## config.mk

```make
export PLATFORM = sky130hd
export DESIGN_NAME = mul_issue_unit
export DESIGN_NICKNAME = d
export VERILOG_FILES = /design/src/rtl/mul_pkg.sv /design/src/rtl/mul_issue_unit_multiplier32.sv /design/src/rtl/mul_issue_unit.sv
export SDC_FILE = /design/constraint.sdc
export NUM_CORES = 2
export LEC_CHECK = 0
export ABC_AREA = 1
export CORE_ASPECT_RATIO = 1.4
export CORE_MARGIN = 4
export CORE_UTILIZATION = 45
export CTS_CLUSTER_DIAMETER = 80
export DETAILED_ROUTE_END_ITERATION = 6
export SYNTH_ARGS = -nofsm -noshare
export SYNTH_HDL_FRONTEND = slang
export SYNTH_SLANG_ARGS = --single-unit
```

## constraint.sdc

```tcl
create_clock -name clk -period 8.85 [get_ports clk]
set_clock_uncertainty 0.2 [all_clocks]
set_input_delay 2.2125 -clock clk [delete_from_list [all_inputs] [get_ports clk]]
set_output_delay 2.2125 -clock clk [all_outputs]
set_load 0.03 [all_outputs]
```

## src/rtl/mul_pkg.sv

```systemverilog
// Shared opcode encodings and stage payload widths for the RV32M multiply unit.
package mul_pkg;

   localparam logic [1:0] MUL_OP_MUL    = 2'b00;
   localparam logic [1:0] MUL_OP_MULH   = 2'b01;
   localparam logic [1:0] MUL_OP_MULHSU = 2'b10;
   localparam logic [1:0] MUL_OP_MULHU  = 2'b11;

   localparam int unsigned MUL_OP_W   = 2;
   localparam int unsigned MUL_OPND_W = 32;
   localparam int unsigned MUL_PROD_W = 64;
   localparam int unsigned MUL_RES_W  = 32;

endpackage

```

## src/rtl/mul_issue_unit_multiplier32.sv

```systemverilog
// Multiplier32: combinational 32x32 unsigned multiplier, Wallace-style carry-save tree.
module Multiplier32 (
   input  logic [31:0] a,
   input  logic [31:0] b,
   output logic [63:0] product
);

   // Reduce 32 partial-product rows with 3:2 compressors (32->22->15->10->7->5->4->3->2), then one final add.
   always_comb begin
      logic [63:0] cur [32];
      logic [63:0] nxt [32];
      logic [63:0] r0, r1, r2;
      int unsigned n, m, base;

      for (int unsigned i = 0; i < 32; i++) begin
         cur[i] = b[i] ? ({32'b0, a} << i) : '0;
      end
      n = 32;

      for (int unsigned lvl = 0; lvl < 8; lvl++) begin
         for (int unsigned i = 0; i < 32; i++) begin
            nxt[i] = '0;
         end
         m = 0;
         for (int unsigned g = 0; g < 11; g++) begin
            base = 3 * g;
            if (base + 2 < n) begin
               r0 = cur[5'(base)];
               r1 = cur[5'(base + 1)];
               r2 = cur[5'(base + 2)];
               nxt[5'(m)]     = r0 ^ r1 ^ r2;
               nxt[5'(m + 1)] = ((r0 & r1) | (r0 & r2) | (r1 & r2)) << 1;
               m = m + 2;
            end
         end
         // Rows left over after grouping by three pass straight through to the next level.
         for (int unsigned j = 0; j < 3; j++) begin
            base = 3 * (n / 3) + j;
            if (base < n) begin
               nxt[5'(m)] = cur[5'(base)];
               m = m + 1;
            end
         end
         cur = nxt;
         n   = m;
      end

      product = cur[0] + cur[1];
   end

endmodule

```

## src/rtl/mul_issue_unit.sv

```systemverilog
// Two-stage RV32M multiply execute unit: magnitude front end, Multiplier32, sign fix-up back end.
module mul_issue_unit
   import mul_pkg::*;
#(
   parameter int unsigned TAG_W = 5
) (
   input  logic                  clk,
   input  logic                  rst_n,
   input  logic                  flush,
   input  logic                  in_valid,
   output logic                  in_ready,
   input  logic [MUL_OP_W-1:0]   in_op,
   input  logic [MUL_OPND_W-1:0] in_a,
   input  logic [MUL_OPND_W-1:0] in_b,
   input  logic [TAG_W-1:0]      in_tag,
   output logic                  out_valid,
   input  logic                  out_ready,
   output logic [MUL_RES_W-1:0]  out_data,
   output logic [TAG_W-1:0]      out_tag
);

   // Stage A registers
   logic                  a_valid;
   logic [MUL_OPND_W-1:0] a_mag_a;
   logic [MUL_OPND_W-1:0] a_mag_b;
   logic                  a_neg;
   logic [MUL_OP_W-1:0]   a_op;
   logic [TAG_W-1:0]      a_tag;

   // Stage B registers
   logic                  b_valid;
   logic [MUL_PROD_W-1:0] b_prod;
   logic                  b_neg;
   logic [MUL_OP_W-1:0]   b_op;
   logic [TAG_W-1:0]      b_tag;

   logic                  adv_a, adv_b, accept;
   logic                  sgn_a, sgn_b;
   logic [MUL_OPND_W-1:0] mag_a, mag_b;
   logic                  neg_in;
   logic [MUL_PROD_W-1:0] mult_prod;
   logic [MUL_PROD_W-1:0] fixed;

   assign adv_b    = !b_valid || out_ready;
   assign adv_a    = !a_valid || adv_b;
   assign in_ready = adv_a && !flush;
   assign accept   = in_valid && in_ready;

   // Operand signedness and magnitudes; MUL is treated as signed x signed since its low word is unaffected.
   always_comb begin
      sgn_a  = (in_op != MUL_OP_MULHU);
      sgn_b  = (in_op == MUL_OP_MUL) || (in_op == MUL_OP_MULH);
      mag_a  = (sgn_a && in_a[MUL_OPND_W-1]) ? (~in_a + 1'b1) : in_a;
      mag_b  = (sgn_b && in_b[MUL_OPND_W-1]) ? (~in_b + 1'b1) : in_b;
      neg_in = ((sgn_a && in_a[MUL_OPND_W-1]) ^ (sgn_b && in_b[MUL_OPND_W-1]))
               && (mag_a != '0) && (mag_b != '0);
   end

   // Stage A capture: holds while stage B is stalled, cleared by flush
   always_ff @(posedge clk or negedge rst_n) begin
      if (!rst_n) begin
         a_valid <= 1'b0;
         a_mag_a <= '0;
         a_mag_b <= '0;
         a_neg   <= 1'b0;
         a_op    <= '0;
         a_tag   <= '0;
      end else if (flush) begin
         a_valid <= 1'b0;
      end else if (adv_a) begin
         a_valid <= accept;
         if (accept) begin
            a_mag_a <= mag_a;
            a_mag_b <= mag_b;
            a_neg   <= neg_in;
            a_op    <= in_op;
            a_tag   <= in_tag;
         end
      end
   end

   Multiplier32 u_mult (
      .a       (a_mag_a),
      .b       (a_mag_b),
      .product (mult_prod)
   );

   // Stage B capture: the product register is only rewritten when the consumer frees it
   always_ff @(posedge clk or negedge rst_n) begin
      if (!rst_n) begin
         b_valid <= 1'b0;
         b_prod  <= '0;
         b_neg   <= 1'b0;
         b_op    <= '0;
         b_tag   <= '0;
      end else if (flush) begin
         b_valid <= 1'b0;
      end else if (adv_b) begin
         b_valid <= a_valid;
         if (a_valid) begin
            b_prod <= mult_prod;
            b_neg  <= a_neg;
            b_op   <= a_op;
            b_tag  <= a_tag;
         end
      end
   end

   // Sign fix-up and word select
   always_comb begin
      fixed     = b_neg ? (~b_prod + 1'b1) : b_prod;
      out_data  = (b_op == MUL_OP_MUL) ? fixed[MUL_RES_W-1:0] : fixed[MUL_PROD_W-1:MUL_RES_W];
      out_tag   = b_tag;
      out_valid = b_valid;
   end

endmodule

```

## Word level (Yosys, flattened, before mapping)

Index checks and enable logic that the tools add are counted.

| storage, ports and cells | value |
|---|---|
| register bits after elaboration | 146 |
| input port bits | 76 |
| output and inout bits | 39 |
| word-level logic and storage cells | 292 |

| operators by class | value |
|---|---|
| $add $sub $neg | 4 |
| equal/unequal tests | 2 |
| muxes and demuxes | 40 |
| bitwise logic cells | 215 |
| reductions and logical operators | 20 |

Operator list:

| cell | number |
|---|---|
| $and 63x63->63 | 85 |
| $or 63x63->63 | 59 |
| $xor 64x64->64 | 48 |
| $mux 32 | 4 |
| $and 63x62->63 | 2 |
| $add 32x1->32 const B | 2 |
| $add 64x1->64 const B | 1 |
| $add 64x64->64 | 1 |
| $mux 64 | 1 |
| $not 32->32 | 2 |
| $not 64->64 | 1 |
| $reduce_bool 32->1 | 2 |
| $xor 64x34->64 | 1 |
| $xor 64x37->64 | 1 |
| $xor 64x40->64 | 1 |
| $xor 64x43->64 | 1 |
| $xor 64x46->64 | 1 |
| $xor 64x49->64 | 1 |
| $xor 64x52->64 | 1 |
| $xor 64x55->64 | 1 |
| $xor 64x58->64 | 1 |
| $xor 64x61->64 | 1 |
| $xor 64x62->64 | 1 |
| $xor 64x63->64 | 1 |
| 46 further kinds | 61 |

## Depth between registers and ports, before layout

| depth | value |
|---|---|
| depth in word-level cells | 26 |
| mapped depth | 32 |
| depth with buffers taken out | 30 |

## By module

A second synthesis with hierarchy kept.

| unflattened totals | value |
|---|---|
| cell total of the unflattened synthesis | 6312 |
| area total of the unflattened synthesis | 45014.4 sq um |

By module, submodules not included:

| module | times used | cells each | area each (sq um) | sequential area each (sq um) |
|---|---|---|---|---|
| Multiplier32 | 1 | 4733 | 34931.0 | 0.0 |
| mul_issue_unit | 1 | 1579 | 10083.4 | 3653.5 |

## Worst setup path before layout

OpenSTA, ideal clock, no wires.

| path | value |
|---|---|
| path type | register to register |
| start point | register a_mag_a[6] |
| end point | register b_prod[53] |
| library setup time | 0.130 ns |
| arrival time | 6.306 ns |
| required time | 8.520 ns |
| slack | 2.214 ns |
| cell stages (with the launch flop) | 29 |
| path buffers | 2 |
| period minus slack after synthesis | 6.636 ns |
| cells stage by stage | dfrtp_1 -> clkbuf_1 -> clkbuf_1 -> nand2_1 -> inv_1 -> fa_1 -> fa_1 -> inv_1 -> fa_1 -> inv_1 -> fa_1 -> fa_1 -> inv_1 -> fa_1 -> fa_1 -> fa_1 -> inv_1 -> ha_1 -> nand2_1 -> nor2_1 -> inv_1 -> nor2_1 -> inv_1 -> o21ai_0 -> nand2_1 -> nand3_1 -> nand2_1 -> nand3_1 -> o21ai_0 |

| on the way | value |
|---|---|
| longest elaborated chain between the ends | 26 |
| elaborated cells between the ends (all ways) | 243 |
| classes of those cells | add/sub (1); mux (32); bitwise (210) |

Ends and longest elaborated chain:

| element | RTL line | text |
|---|---|---|
| start, declared | mul_issue_unit.sv:24 | `logic [MUL_OPND_W-1:0] a_mag_a;` |
| start signal, assigned | mul_issue_unit.sv:73 | `a_mag_a <= mag_a;` |
| $mux 32 (tied with other cells) | mul_issue_unit_multiplier32.sv:16 | `cur[i] = b[i] ? ({32'b0, a} << i) : '0;` |
| $and 63x63->63 | mul_issue_unit_multiplier32.sv:32 | `nxt[5'(m + 1)] = ((r0 & r1) \| (r0 & r2) \| (r1 & r2)) << 1;` |
| $or 63x63->63 (2 in series) | mul_issue_unit_multiplier32.sv:32 |  |
| $and 63x63->63 | mul_issue_unit_multiplier32.sv:32 |  |
| $or 63x63->63 (2 in series) | mul_issue_unit_multiplier32.sv:32 |  |
| $and 63x63->63 | mul_issue_unit_multiplier32.sv:32 |  |
| $or 63x63->63 (2 in series) | mul_issue_unit_multiplier32.sv:32 |  |
| $and 63x63->63 | mul_issue_unit_multiplier32.sv:32 |  |
| [... 3 more ...] | n/a |  |
| $or 63x63->63 (2 in series) | mul_issue_unit_multiplier32.sv:32 |  |
| $and 63x63->63 | mul_issue_unit_multiplier32.sv:32 |  |
| $or 63x63->63 (2 in series) | mul_issue_unit_multiplier32.sv:32 |  |
| $and 63x63->63 | mul_issue_unit_multiplier32.sv:32 |  |
| $or 63x63->63 (2 in series) | mul_issue_unit_multiplier32.sv:32 |  |
| $and 63x63->63 | mul_issue_unit_multiplier32.sv:32 |  |
| $or 63x63->63 (2 in series) | mul_issue_unit_multiplier32.sv:32 |  |
| $add 64x64->64 * | mul_issue_unit_multiplier32.sv:48 | `product = cur[0] + cur[1];` |
| end signal, assigned | mul_issue_unit.sv:101 | `b_prod <= mult_prod;` |
| end, declared | mul_issue_unit.sv:32 | `logic [MUL_PROD_W-1:0] b_prod;` |

Mark *: on every way between the ends. The rest lies on a longest branch, timed or not.
A chain may end at the register's enable or synchronous reset.

## Worst setup path after layout

| path | value |
|---|---|
| start point | register a_mag_b[20] |
| end point | register b_prod[61] |

| on the way | value |
|---|---|
| longest elaborated chain between the ends | 24 |
| elaborated cells between the ends (all ways) | 72 |
| classes of those cells | add/sub (1); mux (1); bitwise (70) |

Ends and longest elaborated chain:

| element | RTL line | text |
|---|---|---|
| start, declared | mul_issue_unit.sv:25 | `logic [MUL_OPND_W-1:0] a_mag_b;` |
| start signal, assigned | mul_issue_unit.sv:74 | `a_mag_b <= mag_b;` |
| $mux 52 * | mul_issue_unit_multiplier32.sv:16 |  |
| $and 63x63->63 | mul_issue_unit_multiplier32.sv:32 |  |
| $or 63x63->63 (2 in series) | mul_issue_unit_multiplier32.sv:32 |  |
| $xor 64x64->64 / $and 63x63->63 (equally long branches) | mul_issue_unit_multiplier32.sv:31, mul_issue_unit_multiplier32.sv:32 |  |
| $xor 64x64->64 / $or 63x63->63 (equally long branches) | mul_issue_unit_multiplier32.sv:31, mul_issue_unit_multiplier32.sv:32 |  |
| $and 63x63->63 / $or 63x63->63 (equally long branches) | mul_issue_unit_multiplier32.sv:32 |  |
| $or 63x63->63 / $and 63x63->63 (equally long branches) | mul_issue_unit_multiplier32.sv:32 |  |
| $or 63x63->63 | mul_issue_unit_multiplier32.sv:32 |  |
| [... 4 more ...] | n/a |  |
| $xor 64x64->64 | mul_issue_unit_multiplier32.sv:31 | `nxt[5'(m)] = r0 ^ r1 ^ r2;` |
| $and 63x63->63 | mul_issue_unit_multiplier32.sv:32 |  |
| $or 63x63->63 (2 in series) | mul_issue_unit_multiplier32.sv:32 |  |
| $and 63x63->63 | mul_issue_unit_multiplier32.sv:32 |  |
| $or 63x63->63 (2 in series) | mul_issue_unit_multiplier32.sv:32 |  |
| $and 63x63->63 | mul_issue_unit_multiplier32.sv:32 |  |
| $or 63x63->63 (2 in series) | mul_issue_unit_multiplier32.sv:32 |  |
| $add 64x64->64 * | mul_issue_unit_multiplier32.sv:48 |  |

Marks and branches as above.

==> impl_summary.md <==
Run status
The run finished with clean final reports.

Setup path
The setup path with the least slack is of type reg -> reg. On the worst path, the slowest cell contributes a delay of 1.09 ns. The worst setup path is captured at a flip-flop. The logic depth of the worst register-to-register path is 27.

The worst setup slack for register-to-register paths is 0.84 ns. Along the worst path, the maximum fanout reaches 21. In this run the critical register-to-register path is captured at b_prod[61]$_DFFE_PN0P_. Counting stages on the worst path, the most repeated cell is fa_1. In this run the worst setup path begins at a_mag_b[20]$_DFFE_PN0P_. In this run the critical register-to-register path is launched from a_mag_b[20]$_DFFE_PN0P_. Data on the critical path is required at its endpoint by 8.99 ns. The kind of start point of the critical path is a flip-flop. The slowest stage of the critical path belongs to the cell dfrtp_1. The arrival time at the worst endpoint is 8.14 ns.

Clocking
TritonCTS built the clock tree. No sink is reached through more buffers than the 2 on the longest clock path. Clock tree synthesis selected as its root buffer the cell clkbuf_16. The number of sinks driven by the clock tree is 146. In this run, CTS created clock tree buffers numbering 17. In this run the post-CTS setup repair buffer count came out at 0.

Clock latency on the worst-skew pair, taken at its later pin, is 0.51 ns. Once the clock tree was built, the resizer swapped 0 gates to a different size. The number of levels the H-tree was split into is 4. For this design, the CTS-stage hold fixing added 0 buffers. Clock-pin slew was measured on the worst setup and hold paths at 0.09 ns.

Timing
The shortest clock period the worst path allows after layout is 8.01 ns. The final count of hold timing violations is 0. For the final routed database, the setup TNS stands at 0 ns. The headroom to the max-slew limit is 24.1%.

Static timing analysis puts the maximum clock frequency at 0.125 GHz. The slew at the pin with the worst max-slew slack is 1.14 ns. The number of pins with negative max-slew slack in the final report is 0. Setup violations remaining at the end of the flow were counted as 0. Setup repair after global routing left no endpoint under its margin. Dividing the final minimum period by the clock period gives 90.5%.

Route
Summed over all layers, the routed wires come to 139000 µm. The iteration-0 DRC count of the detailed router is 2746. The post-route antenna net violation count is 0. In the routed layout, each cell is associated on average with a via count of 5.08. The number of iterations in the first detailed-routing pass is 6. The number of remaining DRC errors is 0.

The routed via count is 37155. Dividing the detail-routed wire length by the instance count gives 19.0 µm.

Finish
The leading cell type in the layout, fill and taps excluded is nand2_1. The top cell types in the final layout, fill and taps aside, are nand2_1 (1730), inv_1 (1684), fa_1 (908). The filler cells instantiated in the layout total 9910. The total number of nets in the final design is 7204. The share of layout cells above drive strength 1 is 3.19%. Relative to the synthesized area, the layout overhead comes to 6.78%. The number of antenna diodes is 0.

Floorplan
The total I/O pin count is 115. The horizontal die dimension is 272 µm. Row generation in the floorplan step produced 135 rows. The effective utilization at floorplan is 45.5%. After floorplanning, the core was sized to cover 97000 µm². The die is 378 µm tall. The die covers 103000 µm².

Hold path
The number of cells on the worst hold path is 2. The path category of the worst min-delay check is reg -> reg. The startpoint identified for the worst hold timing path is a_tag[2]$_DFFE_PN0P_. The capture endpoint of the worst hold path is out_tag[2]$_DFFE_PN0P_.

Logic synthesis
Summing the sequential cell areas from Yosys gives 8.29% of the chip area. In the synthesized netlist the dominant register cell turns out to be dfrtp_1. The number of synthesis warnings is 0. The cell area that synthesis handed to floorplanning was 44100 µm². The number of enable flip-flop cells after synthesis is 0. After synthesis, the cell types taking the most area are fa_1 (41%), nand2_1 (15%), inv_1 (14%), dfrtp_1 (8.3%), ha_1 (6.2%).

The cell type with the highest aggregate area in the netlist is fa_1. The async set or reset register ratio after synthesis is 100%. Counting every instance in the synthesized netlist gives 6076. The portion of synthesized cell area occupied by the leading cell type is 41.2%. A synthesized cell averages 7.25 µm². After synthesis, the netlist uses 47 different library cells. After synthesis the netlist holds a flip-flop and latch count of 146. The net count of the mapped netlist is 7277.

Global routing
Across every metal layer, demand over resource in global routing totals 27.9%. The pin count of the biggest net entering global routing is 95. The number of antenna violations at the first check in global routing is 0.

The via count of the first global-routing pass is 40497. The leftover overflow at the end of global routing is 0. The wire length of the first global-routing pass is 224000 µm.

Place
The final weighted congestion in routability-driven placement is 0.977. The number of buffers inserted by port buffering is 114. The detailed placer's ending HPWL is 113000 µm.

Job
Across the run, the number of max-cap violations was 0.
==> flip-flops by register name, indices dropped and copies added, names as in the netlist, 2 cells and up <==
register  cells
a_tag         5
out_tag       5
a_mag_a      32
a_mag_b      32
b_prod       64
b_op          2
a_op          2
==> synthesized netlist by cell type, types with 4 or more instances <==
cell,count
buf_2,11
o21a_1,6
a21oi_1,115
o21bai_1,14
o22ai_1,10
nand2_2,4
ha_1,217
fa_1,908
xor2_1,26
inv_1,1685
nor2_2,10
a21o_1,5
or2_2,5
nand2_1,1731
nor4_1,9
nand3_1,175
clkbuf_1,290
nand4_1,47
nor3_1,21
xnor2_1,20
o21ai_0,208
dfrtp_1,146
buf_1,5
inv_2,5
nand3b_1,18
o21ai_2,4
o21ai_1,14
nor2_1,326
a31oi_1,13
==> critical path, delay by kind of cell (launching register included) <==
family	cells	cell delay [ns]
AND/OR/NAND/NOR	7	0.58
buffers and inverters	7	0.79
flip-flops	1	1.09
adder cells (fa/ha/maj)	9	4.09
AO/OA/AOI/OAI	4	1.06
==> routing by layer <==
metal  track usage [%]  wire, µm  up-vias
met1              34.8     55400    18361
li1                  -         -    17161
met4              10.7      6060        0
met5                 0         0        -
met3              3.94      8510      320
met2              49.4     69400     1313
==> layout make-up <==
class / count / area [µm²] / area share, %
clock inverter: 12 / 123 / 0.261
timing repair buffer: 215 / 1930 / 4.09
tap: 1301 / 1630 / 3.46
inverter: 1692 / 6350 / 13.5
multi-input combinational: 3931 / 32900 / 69.9
sequential: 146 / 3680 / 7.81
clock buffer: 20 / 457 / 0.970
==> cells by family (layout without fill, tap and decap cells) <==
| kind of cell | count (synthesis) | count (layout) | synth area share [%] |
|---|---|---|---|
| compound gates | 402 | 402 | 4.93 |
| flops | 146 | 146 | 8.29 |
| buf+inv | 1999 | 1939 | 17.1 |
| mux | 1 | 1 | 0.0227 |
| xor+xnor | 46 | 46 | 0.914 |
| simple gates | 2357 | 2357 | 21.4 |
| fa+ha+maj | 1125 | 1125 | 47.4 |
==> worst max path at each step <==
stage / end / slack (ns) / cells past startpoint
3_3_place_gp: b_prod[52]$_DFFE_PN0P_ / 0.97 / 27
6_report: b_prod[61]$_DFFE_PN0P_ / 0.84 / 27
5_1_grt: b_prod[61]$_DFFE_PN0P_ / 0.44 / 27
4_1_cts: b_prod[52]$_DFFE_PN0P_ / 0.91 / 23
2_1_floorplan: b_prod[53]$_DFFE_PN0P_ / 2.21 / 28
3_5_place_dp: b_prod[52]$_DFFE_PN0P_ / 0.93 / 23
==> metrics by stage <==
stage	std cells	setup WS, ns	hold slack [ns]	util (%)	instance area [µm²]
floorplan	6076	2.21	0.242	-	44100
global placement	7285	0.975	0.252	47.9	46500
detailed placement	7285	0.928	0.252	47.9	46500
CTS	7317	0.913	0.265	48.5	47100
global route	7317	0.435	0.286	48.5	47100
finish	7317	0.843	0.260	48.5	47100
Power is not shown: default switching activity piles up to over one toggle a cycle in this logic, so the estimate is an artifact.
==> variant: new RTL, config.mk and constraints unchanged <==
Set the parameter `TAG_W` to 7 (it was 5).
--- a/src/rtl/mul_issue_unit.sv
+++ b/src/rtl/mul_issue_unit.sv
@@ -3,5 +3,5 @@
    import mul_pkg::*;
 #(
-   parameter int unsigned TAG_W = 5
+   parameter int unsigned TAG_W = 7
 ) (
    input  logic                  clk,
Ports: changed (resized in_tag and out_tag); port bits go from 115 to 119. The function was not compared with the original's and may differ.
==> variant against the original RTL <==
Sequential share of layout area up 0.10 points; global-route usage increased by 0.73 points; highest routed layer is now met5; critical endpoint is now b_prod[60]; area after synthesis up 0.51%; worst setup slack worse by 0.27 ns; sequential cell count increased by 4; maximum frequency down 3.2%; final area is 1.0% higher; die area rose by 0.49%; routed wire length rose by 3.5%.
Power is left out: the tool's default activity adds up to more than one toggle a clock period on the data nets, which glitch-free logic cannot reach.
==> variant: results (changes against the original RTL) <==
critical_path:
  cp_max_fo: 17  # -19%
  cp.arrival_ns: 8.43  # +0.29 ns
  r2r_setup_slack_ns: 0.57  # -0.27 ns
global_route:
  grt_pass1_wl_mm: 228  # +1.9%
  grt_use_met3: 0.0299  # -0.00945
  met2_usage: 0.509  # +0.0154
  grt_max_degree: 87  # -8.4%
timing:
  max_freq_ghz: 0.121  # -3.2%
  worst_slew_pin_slew_ns: 1.08  # -0.0624 ns
  whs_ns: 0.265  # +0.00524 ns
cells_and_area:
  fillers: 9874  # -0.36%
  seq_area_frac: 0.0791  # +0.00101
  multi_input_area_share: 0.695  # -0.00449
  clock_cell_area_share: 0.0139  # +0.00156
  fin_nets: 7236  # +0.44%
  signal_buffers: 226  # +5.1%
  fin_area_mm2: 0.0476  # +1.0%
  num-multi-input-gates: 3946  # +0.38%
drt:
  wl_met1_mm: 56.0  # +1.1%
  postRouteWirelength_mm: 144  # +3.5%
  drt-vias-per-instance: 5.08  # +0.13%
  wire_per_inst_um: 19.6  # +3.0%
  drt_iter0_markers: 2697  # -1.8%
cts:
  insertion_delay_ns: 0.49  # -0.02 ns
run_status:
  status: "finished clean"
placed_design:
  pre_cts_ws_ns: 0.751  # -0.178 ns
  hpwlAfterDp_mm: 120  # +6.1%
  place.gp.congestion: 0.964  # -1.4%
  port_buffers: 118  # +3.5%
synth:
  synth_compound_area_frac: 0.0514  # +0.00215
  synth_common_cells: "1749 x nand2_1, 1661 x inv_1, 908 x fa_1, 323 x nor2_1, 294 x clkbuf_1"
  synthAdderAreaFrac: 0.472  # -0.00238
  synthXorXnorAreaFrac: 0.0103  # +0.00114
  ys_top_cells_by_area: "fa_1 41%, nand2_1 15%, inv_1 14%"
## variant: critical path, stage by stage (launching register included)
cell and delay, ns:
dfrtp_1 0.87, buf_4 0.40, nand2_1 0.08, inv_1 0.13, fa_1 0.43, fa_1 0.52, inv_1 0.05, fa_1 0.49
inv_1 0.05, fa_1 0.48, fa_1 0.52, inv_1 0.05, fa_1 0.46, fa_1 0.52, inv_1 0.05, fa_1 0.46
ha_1 0.47, nand2_1 0.13, nor2_1 0.14, inv_1 0.10, nor2_1 0.15, inv_1 0.12, nor4_1 0.61, nand3_1 0.24
nand2_1 0.12, nand2_1 0.05, nand3_1 0.11, o21ai_1 0.08
## variant: path summary, 6_finish.rpt
path,cells after the start,startpoint,to
hold / removal,2,a_tag[1],out_tag[1]
setup / recovery,27,a_mag_b[26],b_prod[60]
setup reg to reg,27,a_mag_b[26],b_prod[60]
hold reg to reg,2,a_tag[1],out_tag[1]
min in group asynchronous,1,rst_n,out_tag[3]
max in group asynchronous,2,rst_n,b_neg
